`config.mk`:
```
export PLATFORM = sky130hd
export DESIGN_NAME = bg_vram_writer_flat
export DESIGN_NICKNAME = d
export VERILOG_FILES = /design/src/rtl/bg_vram_pkg.sv /design/src/rtl/bg_vram_writer_if.sv /design/src/rtl/bg_pixel_packer.sv /design/src/rtl/bg_vram_writer.sv /design/src/flat_wrapper.sv
export SDC_FILE = /design/constraint.sdc
export NUM_CORES = 1
export LEC_CHECK = 0
export BUFFER_PORTS_ARGS = -buffer_cell sky130_fd_sc_hd__clkbuf_2
export CORE_MARGIN = 8
export CORE_UTILIZATION = 25
export CTS_BUF_LIST = sky130_fd_sc_hd__clkbuf_2 sky130_fd_sc_hd__clkbuf_4 sky130_fd_sc_hd__clkbuf_8
export CTS_CLUSTER_DIAMETER = 150
export DETAILED_ROUTE_END_ITERATION = 8
export HOLD_SLACK_MARGIN = 0.03
export PLACE_DENSITY = 0.47
export SKIP_LAST_GASP = 1
export SLEW_MARGIN = 5
export SYNTH_ARGS = -nofsm -noshare
export SYNTH_HDL_FRONTEND = slang
export SYNTH_SLANG_ARGS = --single-unit
```
`constraint.sdc`:
```
create_clock -name clk -period 3.17 [get_ports clk]
set_clock_uncertainty 0.05 [all_clocks]
set_input_delay 0.1585 -clock clk [delete_from_list [all_inputs] [get_ports clk]]
set_output_delay 0.1585 -clock clk [all_outputs]
set_load 0.005 [all_outputs]
```
`src/rtl/bg_vram_pkg.sv`:
```
// ---------------------------------------------------------------------------
// bg_vram_pkg
//   Shared constants for the background VRAM path. Both the write-side packer
//   and the scan-out reader import this package, so the pixel packing order
//   inside a VRAM word is defined in exactly one place.
//
//   Packing: the 1st pixel of a word lives in the top field [8:6], the 2nd in
//   [5:3] and the 3rd in [2:0]. slot_lsb() returns the LSB of a slot's field.
// ---------------------------------------------------------------------------
package bg_vram_pkg;

  localparam int ADDR_W    = 11;                 // VRAM word address width
  localparam int PIX_W     = 3;                  // bits per palette index
  localparam int PIX_PER_W = 3;                  // pixels per VRAM word
  localparam int WORD_W    = PIX_W * PIX_PER_W;  // VRAM word width (9)
  localparam int SLOT_W    = 2;                  // slot counter width (0..2)

  localparam logic [SLOT_W-1:0] LAST_SLOT = SLOT_W'(PIX_PER_W - 1);
  localparam logic [ADDR_W-1:0] ADDR_MAX  = '1;

  // Palette indices with a fixed meaning in the background.
  localparam logic [PIX_W-1:0] SKY_IDX    = 3'd5;
  localparam logic [PIX_W-1:0] GROUND_IDX = 3'd2;
  // A partial word on flush is padded with sky so stray pixels are invisible.
  localparam logic [PIX_W-1:0] PAD_IDX    = SKY_IDX;

  typedef enum logic [1:0] {
    ST_IDLE  = 2'd0,
    ST_FILL  = 2'd1,
    ST_FLUSH = 2'd2
  } wr_state_e;

  // LSB position of the field holding pixel number 'slot' (0 = first pixel).
  function automatic int slot_lsb(input int slot);
    return (PIX_PER_W - 1 - slot) * PIX_W;
  endfunction

endpackage

```
`src/rtl/bg_vram_writer_if.sv`:
```
// ---------------------------------------------------------------------------
// bg_vram_writer_if
//   Bundles the loader-facing pixel stream and the BG VRAM write port of
//   bg_vram_writer.
//     master : loader / CPU side (drives start, pixels, flush; sees writes)
//     slave  : bg_vram_writer itself
//   Signals:
//     start_valid/start_addr  begin a fill run at a word address
//     px_valid/px_idx/px_ready pixel stream handshake
//     flush                    end the run, pad and write a partial word
//     busy                     run in progress
//     vram_addr/vram_din/vram_we  single-cycle VRAM write
//     wrapped                  pulse on a write to the last VRAM address
// ---------------------------------------------------------------------------
interface bg_vram_writer_if;
  import bg_vram_pkg::*;

  logic                start_valid;
  logic [ADDR_W-1:0]   start_addr;
  logic                px_valid;
  logic [PIX_W-1:0]    px_idx;
  logic                px_ready;
  logic                flush;
  logic                busy;
  logic [ADDR_W-1:0]   vram_addr;
  logic [WORD_W-1:0]   vram_din;
  logic                vram_we;
  logic                wrapped;

  modport master (
    output start_valid, start_addr, px_valid, px_idx, flush,
    input  px_ready, busy, vram_addr, vram_din, vram_we, wrapped
  );

  modport slave (
    input  start_valid, start_addr, px_valid, px_idx, flush,
    output px_ready, busy, vram_addr, vram_din, vram_we, wrapped
  );

endinterface

```
`src/rtl/bg_pixel_packer.sv`:
```
// ---------------------------------------------------------------------------
// bg_pixel_packer
//   Collects palette indices into VRAM words. Holds the slot counter and the
//   partially assembled word; reports combinationally when a word must be
//   written this cycle (third pixel accepted, or flush with partial data) and
//   presents that word with the current pixel merged in and, on flush, the
//   empty slots filled with PAD_IDX.
//   Ports:
//     clk, rst      clock, synchronous active-high reset
//     clear_i       drop any partial word (start of a new run)
//     accept_i      px_i is accepted this cycle
//     px_i          palette index
//     flush_i       flush request (already qualified by the caller's state)
//     emit_o        a word must be written this cycle
//     pad_o         the emitted word is a padded partial word
//     word_o        word to write (valid when emit_o)
// ---------------------------------------------------------------------------
module bg_pixel_packer
  import bg_vram_pkg::*;
(
  input  logic              clk,
  input  logic              rst,
  input  logic              clear_i,
  input  logic              accept_i,
  input  logic [PIX_W-1:0]  px_i,
  input  logic              flush_i,
  output logic              emit_o,
  output logic              pad_o,
  output logic [WORD_W-1:0] word_o
);

  logic [SLOT_W-1:0] slot_q, slot_d;
  logic [WORD_W-1:0] word_q, word_d;
  logic [WORD_W-1:0] merged;
  logic [SLOT_W-1:0] fill_cnt;   // pixels in the word including this cycle's
  logic              full;
  logic              partial;

  assign fill_cnt = slot_q + SLOT_W'(accept_i);
  assign full     = accept_i && (slot_q == LAST_SLOT);
  // A flush that lands exactly on a completed word is an ordinary full write.
  assign partial  = flush_i && !full && (fill_cnt != '0);
  assign emit_o   = full || partial;
  assign pad_o    = partial;

  generate
    for (genvar gi = 0; gi < PIX_PER_W; gi++) begin : g_slot
      localparam int Lsb = slot_lsb(gi);
      assign merged[Lsb +: PIX_W] = (accept_i && (slot_q == SLOT_W'(gi)))
                                    ? px_i : word_q[Lsb +: PIX_W];
      // Slots at or beyond the fill count never received a pixel.
      assign word_o[Lsb +: PIX_W] = (partial && (fill_cnt <= SLOT_W'(gi)))
                                    ? PAD_IDX : merged[Lsb +: PIX_W];
    end
  endgenerate

  always_comb begin
    slot_d = slot_q;
    word_d = word_q;
    if (clear_i || emit_o) begin
      slot_d = '0;
      word_d = '0;
    end else if (accept_i) begin
      slot_d = slot_q + 1'b1;
      word_d = merged;
    end
  end

  always_ff @(posedge clk) begin
    if (rst) begin
      slot_q <= '0;
      word_q <= '0;
    end else begin
      slot_q <= slot_d;
      word_q <= word_d;
    end
  end

endmodule

```
`src/rtl/bg_vram_writer.sv`:
```
// ---------------------------------------------------------------------------
// bg_vram_writer
//   Fills BG VRAM with packed palette indices. A run starts at start_addr;
//   every three accepted pixels produce one 9-bit word written one cycle
//   after the third accept at an auto-incrementing address. flush ends the
//   run, writing any partial word padded with PAD_IDX.
//   Ports:
//     clk   system clock (posedge)
//     rst   synchronous active-high reset; a partial word is discarded
//     bus   bg_vram_writer_if.slave: pixel stream, control and write port
// ---------------------------------------------------------------------------
module bg_vram_writer
  import bg_vram_pkg::*;
(
  input  logic             clk,
  input  logic             rst,
  bg_vram_writer_if.slave  bus
);

  wr_state_e         state_q;
  logic [ADDR_W-1:0] ptr_q;
  logic [ADDR_W-1:0] ptr_d;
  logic              px_ready_q;
  logic              busy_q;
  logic              vram_we_q;
  logic              wrapped_q;
  logic [ADDR_W-1:0] vram_addr_q;
  logic [WORD_W-1:0] vram_din_q;

  logic              in_fill;
  logic              start_req;
  logic              accept;
  logic              flush_req;
  logic              emit;
  logic              pad;
  logic [WORD_W-1:0] emit_word;

  assign in_fill   = (state_q == ST_FILL);
  assign start_req = (state_q == ST_IDLE) && bus.start_valid;
  // px_ready is high for the whole of FILL, so FILL alone qualifies accepts.
  assign accept    = in_fill && bus.px_valid;
  assign flush_req = in_fill && bus.flush;
  assign ptr_d     = ptr_q + ADDR_W'(1);

  bg_pixel_packer u_packer (
    .clk      (clk),
    .rst      (rst),
    .clear_i  (start_req),
    .accept_i (accept),
    .px_i     (bus.px_idx),
    .flush_i  (flush_req),
    .emit_o   (emit),
    .pad_o    (pad),
    .word_o   (emit_word)
  );

  always_ff @(posedge clk) begin
    if (rst) begin
      state_q     <= ST_IDLE;
      ptr_q       <= '0;
      px_ready_q  <= 1'b0;
      busy_q      <= 1'b0;
      vram_we_q   <= 1'b0;
      wrapped_q   <= 1'b0;
      vram_addr_q <= '0;
      vram_din_q  <= '0;
    end else begin
      // Strobes default low; address and data hold their last value.
      vram_we_q <= 1'b0;
      wrapped_q <= 1'b0;

      unique case (state_q)
        ST_IDLE: begin
          if (bus.start_valid) begin
            ptr_q      <= bus.start_addr;
            state_q    <= ST_FILL;
            px_ready_q <= 1'b1;
            busy_q     <= 1'b1;
          end
        end

        ST_FILL: begin
          // Covers both a completed triple and a padded flush word.
          if (emit) begin
            vram_we_q   <= 1'b1;
            vram_addr_q <= ptr_q;
            vram_din_q  <= emit_word;
            wrapped_q   <= (ptr_q == ADDR_MAX);
            ptr_q       <= ptr_d;
          end
          if (flush_req) begin
            px_ready_q <= 1'b0;
            if (pad) begin
              // The padded write is on the bus during FLUSH, busy still high.
              state_q <= ST_FLUSH;
            end else begin
              state_q <= ST_IDLE;
              busy_q  <= 1'b0;
            end
          end
        end

        ST_FLUSH: begin
          state_q <= ST_IDLE;
          busy_q  <= 1'b0;
        end

        default: begin
          state_q    <= ST_IDLE;
          px_ready_q <= 1'b0;
          busy_q     <= 1'b0;
        end
      endcase
    end
  end

  assign bus.px_ready  = px_ready_q;
  assign bus.busy      = busy_q;
  assign bus.vram_we   = vram_we_q;
  assign bus.wrapped   = wrapped_q;
  assign bus.vram_addr = vram_addr_q;
  assign bus.vram_din  = vram_din_q;

endmodule

```
`src/flat_wrapper.sv`:
```
// flat-port wrapper written by rule: the top's interface ports become plain ports
module bg_vram_writer_flat import bg_vram_pkg::*;
  (clk, rst, bus_start_valid, bus_start_addr, bus_px_valid, bus_px_idx, bus_flush, bus_px_ready, bus_busy, bus_vram_addr, bus_vram_din, bus_vram_we, bus_wrapped);
  bg_vram_writer_if bus_i ();
  input  logic clk;
  input  logic rst;
  input wire logic [$bits(bus_i.start_valid)-1:0] bus_start_valid;
  input wire logic [$bits(bus_i.start_addr)-1:0] bus_start_addr;
  input wire logic [$bits(bus_i.px_valid)-1:0] bus_px_valid;
  input wire logic [$bits(bus_i.px_idx)-1:0] bus_px_idx;
  input wire logic [$bits(bus_i.flush)-1:0] bus_flush;
  output wire logic [$bits(bus_i.px_ready)-1:0] bus_px_ready;
  output wire logic [$bits(bus_i.busy)-1:0] bus_busy;
  output wire logic [$bits(bus_i.vram_addr)-1:0] bus_vram_addr;
  output wire logic [$bits(bus_i.vram_din)-1:0] bus_vram_din;
  output wire logic [$bits(bus_i.vram_we)-1:0] bus_vram_we;
  output wire logic [$bits(bus_i.wrapped)-1:0] bus_wrapped;
  assign bus_i.start_valid = bus_start_valid;
  assign bus_i.start_addr = bus_start_addr;
  assign bus_i.px_valid = bus_px_valid;
  assign bus_i.px_idx = bus_px_idx;
  assign bus_i.flush = bus_flush;
  assign bus_px_ready = bus_i.px_ready;
  assign bus_busy = bus_i.busy;
  assign bus_vram_addr = bus_i.vram_addr;
  assign bus_vram_din = bus_i.vram_din;
  assign bus_vram_we = bus_i.vram_we;
  assign bus_wrapped = bus_i.wrapped;
  bg_vram_writer u_core (.clk(clk), .rst(rst), .bus(bus_i));
endmodule
```
==> impl_metrics.py, run 1 <==
metrics = {
    "global_routing": {
        "antenna_found_initial": 0,
        "grt_overflow": 0,
        "grtUsageTotal": 0.104,
        "grt_pass1_vias": 1996,
        "grt_pass1_wl_mm": 10.7,
        "grt_max_degree": 46,
    },
    "clock_network": {
        "clk_latency_ns": 0.30,
        "cts_buffers": 5,
        "cts_resized": 0,
        "holdBufCountCts": 0,
        "cts_num_sinks": 48,
        "cts_tree": "yes",
        "cts_buffer_depth": 2,
        "clk_pin_slew_ns": 0.10,
        "cts_setup_buffers": 0,
        "cts-root-buf": "clkbuf_8",
        "cts_max_level": 2,
    },
    "route": {
        "wl_per_cell_microns": 16.3,
        "drt_iter0_markers": 142,
        "totalWireLength_mm": 6.52,
        "avgViaCountPerCell": 5.04,
        "drc": 0,
        "antenna_left": 0,
        "num_vias": 2017,
        "first_pass_iters": 4,
    },
    "placed_design": {
        "gp_congestion": 0.749,
        "portBuffers": 42,
        "dp_cells": 392,
        "hpwl_mm": 4.55,
    },
    "yosys": {
        "ys.warnings.count": 0,
        "synth_top_area_cell": "dfxtp_1",
        "syn-num-nets": 283,
        "yosysSeqAreaShare": 0.430,
        "synth_edf_count": 0,
        "synth_top_cell_area_share": 0.430,
        "synth_area_leaders": "dfxtp_1 (43%), a21oi_1 (6.3%), nor3_1 (5.4%), mux2i_1 (4.0%), nand3_1 (3.8%)",
        "syn_inst": 259,
        "postSynthAreaPerCell_sq_um": 8.62,
        "ys_async_sr_fraction": 0,
        "synthesis.area_sq_mm": 0.00223,
        "synth.distinct_cells": 49,
        "ys_ff_latch": 48,
        "synth_flop_cell": "dfxtp_1",
    },
    "power": {
        "leakage_nw": 1.04,
        "peakVddDrop_uv": 144,
        "powerDensity_mw_per_mm2": 476,
    },
    "worst_setup_path": {
        "path_cells": "nor2b_1, nand2_1, inv_1, ha_1, xor2_1, o211a_2, nor2_1, o32ai_1",
        "worstPathMaxFanout": 24,
        "criticalPathCategory": "flip-flop to flip-flop",
        "slowest_delay_ns": 0.56,
        "critPathSlowestCell": "o211a_2",
        "critPathCaptureType": "flip-flop",
        "critPathLaunchType": "flip-flop",
        "crit_required_ns": 3.33,
        "arrival_ns": 2.83,
    },
    "sta": {
        "maxSlewViolCount": 0,
        "period_needed_ns": 2.67,
        "fmax_ghz": 0.374,
        "min_period_over_period": 0.843,
        "rsz0062_at_grt": "false",
        "totalNegativeSetupSlack_ns": 0,
        "maxSlewHeadroom": 0.361,
        "finalSetupViolCount": 0,
        "tightestPinTransition_ns": 0.958,
        "hold_viol": 0,
    },
    "final_layout": {
        "nFillCells": 966,
        "finalNonFillerCells": 400,
        "final_cell_mix": "dfxtp_1 (48), clkbuf_2 (42), a21oi_1 (28), nor3_1 (24), nand3_1 (17)",
        "layout_commonest_cell": "dfxtp_1",
        "num_antenna_cells": 0,
        "fin_nets": 315,
        "drive_gt1_frac": 0.212,
        "area_growth_syn_to_layout_pct": 17.8,
    },
    "floorplanning": {
        "start_util": 0.257,
        "core_area_sq_mm": 0.00868,
        "io_pins": 43,
        "die_w_microns": 110,
        "die_area_sq_mm": 0.0122,
        "rows": 34,
        "die_h_microns": 110,
    },
    "job": {
        "max_cap_violations": 0,
    },
    "run_status": {
        "outcome": "completed",
    },
    "hold_path": {
        "hold_path_class": "input port to flip-flop",
    },
}
synth_stat cells (all sizes together), types with 3 or more instances:
cell,number
dfxtp,48
a21oi,28
nor3,24
nand3,18
nand2,16
o21ai,15
nor2,11
buf,10
clkbuf,10
mux2i,9
inv,8
o32ai,6
a22oi,5
ha,5
a211oi,3
nand2b,3
nor2b,3
o31ai,3
metal layers:
| metal | share of wire | track usage | vias up |
|---|---|---|---|
| li1 | - | - | 1020 |
| met1 | 0.53 | 0.149 | 953 |
| met2 | 0.43 | 0.149 | 38 |
| met3 | 0.025 | 0.0179 | 6 |
| met4 | 0.013 | 0.0351 | 0 |
| met5 | 0 | 0 | - |
power by group:
| part | internal [mW] | leakage (nW) | switching, mW |
|---|---|---|---|
| clock | 0.258 | 0.0614 | 0.220 |
| sequential | 0.622 | 0.390 | 0.0223 |
| combinational | 0.0503 | 0.587 | 0.0786 |
kinds of logic (layout without fill, tap and decap cells):
| group | count (synthesis) | after routing | synth area share |
|---|---|---|---|
| buffers and inverters | 29 | 62 | 0.0566 |
| muxes | 10 | 10 | 0.0454 |
| xor gates and xnor gates | 2 | 2 | 0.00785 |
| DFF | 48 | 48 | 0.430 |
| and+or+nand+nor | 88 | 88 | 0.202 |
| AOI/OAI and AO/OA | 77 | 77 | 0.229 |
| adders and majority gates | 5 | 5 | 0.0280 |
final timing paths:
kind,slack [ns],start,end,cells past startpoint
max reg2reg,0.50,u_core.state_q[0],u_core.ptr_q[4],8
min,0.06,bus_start_addr[1],u_core.ptr_q[1],3
max,0.50,u_core.state_q[0],u_core.ptr_q[4],8
min reg2reg,0.42,u_core.bus.vram_addr[5],u_core.bus.vram_addr[5],2
flip-flops by register name (all words and copies together), names as in the netlist:
name and count:
u_core.state_q 2, u_core.bus.px_ready 1, u_core.bus.wrapped 1, u_core.bus.vram_din 9, u_core.bus.vram_addr 11, u_core.u_packer.slot_q 2
u_core.bus.vram_we 1, u_core.u_packer.word_q 9, u_core.bus.busy 1, u_core.ptr_q 11
critical path, delay by kind of cell, from the launching register on:
family / cells / cell delay, ns
AND/OR/NAND/NOR: 3 / 0.65
AO/OA/AOI/OAI: 2 / 0.89
buffers and inverters: 1 / 0.08
adder cells (fa/ha/maj): 1 / 0.14
XOR/XNOR: 1 / 0.31
flip-flops: 1 / 0.45
through the flow:
step | power [mW] | util | instance area [sq um] | setup WS, ns | hold slack [ns]
after global placement | 0.787 | 0.289 | 2510 | 0.605 | 0.385
final | 1.25 | 0.303 | 2630 | 0.496 | 0.0605
after detailed placement | 0.788 | 0.289 | 2510 | 0.492 | 0.389
after CTS | 1.26 | 0.303 | 2630 | 0.459 | 0.0576
after floorplan | 0.740 | - | 2230 | 0.880 | 0.277
after global routing | 1.31 | 0.303 | 2630 | 0.262 | 0.0648
area by class of cell:
type / count / area (sq um) / share of cell area
multi-input combinational: 182 / 1140 / 0.436
tap: 108 / 135 / 0.0514
inverter: 9 / 33.8 / 0.0129
clock inverter: 2 / 38.8 / 0.0148
clock buffer: 6 / 82.6 / 0.0314
sequential: 48 / 961 / 0.366
timing repair buffer: 45 / 233 / 0.0885
(Power assumes the default switching activity.)
==> run 2, diff against run 1 <==
Clock period 3.17 ns to 2.5 ns, I/O delays scaled along.
==> run 2 against run 1 <==
Maximum frequency rose by 21%; cell count rose by 2.0%; design area rose by 1.5%; routed wire length fell by 0.69%; critical path depth rose by 1; total power rose by 20%; register-to-register slack got worse by 0.21 ns; largest cell class unchanged.
==> impl_metrics.py, run 2 (synthesis gave the netlist of run 1 again) <==
metrics = {
    "run_status": {
        "outcome": "completed",
    },
    "worst_setup_path": {
        "cp_top_family": "compound AO/OA/AOI/OAI gates",
        "arrival_ns": 2.38,
        "worstPathMaxFanout": 10,
        "critPathSlowestCell": "dfxtp_2",
        "critPathCaptureType": "flip-flop",
        "critPathLaunchType": "flip-flop",
        "path_cells": "nor2b_1, nand2_1, inv_1, ha_1, xor2_1, o211a_2, nor2_1, buf_4, o32ai_1",
        "r2r_cells": 9,
        "cp.depth": 9,
        "cp.buffers_inverters": 2,
        "crit_required_ns": 2.67,
        "slowest_delay_ns": 0.37,
        "criticalPathCategory": "flip-flop to flip-flop",
    },
    "placed_design": {
        "hpwl_mm": 4.71,
        "place_ws_ns": 0.245,
        "gp_congestion": 0.777,
        "portBuffers": 42,
        "place_area_sq_mm": 0.00256,
    },
    "floorplanning": {
        "die_w_microns": 110,
        "die_h_microns": 110,
        "core_area_sq_mm": 0.00868,
        "die_area_sq_mm": 0.0122,
        "start_util": 0.257,
        "io_pins": 43,
        "rows": 34,
    },
    "power": {
        "peakVddDrop_uv": 158,
        "leakage_nw": 1.06,
        "p_total_mw": 1.50,
        "powerDensity_mw_per_mm2": 561,
    },
    "global_routing": {
        "grt_max_degree": 25,
        "grt_pass1_vias": 2050,
        "grtUsageTotal": 0.106,
        "antenna_found_initial": 0,
        "grt_pass1_wl_mm": 10.9,
        "grt_overflow": 0,
    },
    "clock_network": {
        "cts_max_level": 2,
        "cts_tree": "yes",
        "clk_latency_ns": 0.31,
        "cts-root-buf": "clkbuf_8",
        "clk_pin_slew_ns": 0.10,
        "cts_num_sinks": 48,
        "cts_buffer_depth": 2,
        "cts_buffers": 5,
    },
    "sta": {
        "maxSlewViolCount": 0,
        "setup_ws_ns": 0.289,
        "tightestPinTransition_ns": 0.876,
        "finalSetupViolCount": 0,
        "period_needed_ns": 2.21,
        "hold_viol": 0,
        "maxSlewHeadroom": 0.416,
        "rsz0062_at_grt": "false",
        "fmax_ghz": 0.452,
        "min_period_over_period": 0.885,
        "totalNegativeSetupSlack_ns": 0,
    },
    "final_layout": {
        "multi_input_area_sq_mm": 0.00114,
        "nFillCells": 984,
        "area_growth_syn_to_layout_pct": 19.6,
        "regArea_sq_um": 962,
        "postLayoutCellArea_sq_mm": 0.00267,
        "drive_gt1_frac": 0.233,
        "layout_commonest_cell": "dfxtp_1",
        "final_cell_mix": "dfxtp_1 (47), clkbuf_2 (42), a21oi_1 (28), nor3_1 (24), nand3_1 (17)",
        "num_antenna_cells": 0,
        "fin_nets": 323,
    },
    "route": {
        "drt_iter0_markers": 191,
        "totalWireLength_mm": 6.48,
        "avgViaCountPerCell": 5.06,
        "drc": 0,
        "wl_per_cell_microns": 15.9,
        "first_pass_iters": 4,
        "antenna_left": 0,
        "num_vias": 2066,
    },
    "hold_path": {
        "hold_path_depth": 3,
        "hold_path_class": "input port to flip-flop",
    },
    "job": {
        "max_cap_violations": 0,
    },
}
-- run 2: path summary, 6_finish.rpt --
path	from	to	slack, ns
max reg2reg	u_core.state_q[1]	u_core.ptr_q[4]	0.29
min	bus_start_addr[2]	u_core.ptr_q[2]	0.08
min reg2reg	u_core.bus.vram_addr[2]	u_core.bus.vram_addr[2]	0.42
max	u_core.state_q[1]	u_core.ptr_q[4]	0.29
-- run 2: area by class of cell --
cell class	count	area share
timing repair buffer	53	0.111
multi-input combinational	182	0.429
clock buffer	6	0.0309
inverter	9	0.0127
clock inverter	2	0.00563
tap	108	0.0506
sequential	48	0.361
-- run 2: layer usage --
metal	routed length (microns)	vias to the layer above	GRT usage
li1	-	1031	-
met1	3460	986	0.154
met2	2720	43	0.151
met3	203	6	0.0200
met4	95	0	0.0378
met5	0	-	0
-- run 2: through the flow --
stage / instances / utilization / hold slack (ns)
after floorplan: 259 / - / 0.243
after global placement: 399 / 0.295 / 0.360
after detailed placement: 399 / 0.295 / 0.362
after CTS: 408 / 0.307 / 0.0803
after global routing: 408 / 0.308 / 0.104
final: 408 / 0.308 / 0.0806
-- run 2: worst min-delay path, cell delays in order --
cell	delay, ns
clkbuf_2	0.08
a21oi_1	0.11
o32ai_1	0.08
-- run 2: power by group --
part / internal (mW) / leakage (nW) / switching, mW
combinational: 0.0715 / 0.627 / 0.104
sequential: 0.789 / 0.390 / 0.0259
clock: 0.225 / 0.0434 / 0.284
total: 1.08 / 1.06 / 0.413
-- run 2: repair_timing --
action / CTS / global route
gates resized for setup: 0 / 1
endpoints found under the setup margin: 0 / 1
setup buffers: 0 / 0
hold buffers: 1 / 0
endpoints found under the hold margin: 1 / 0
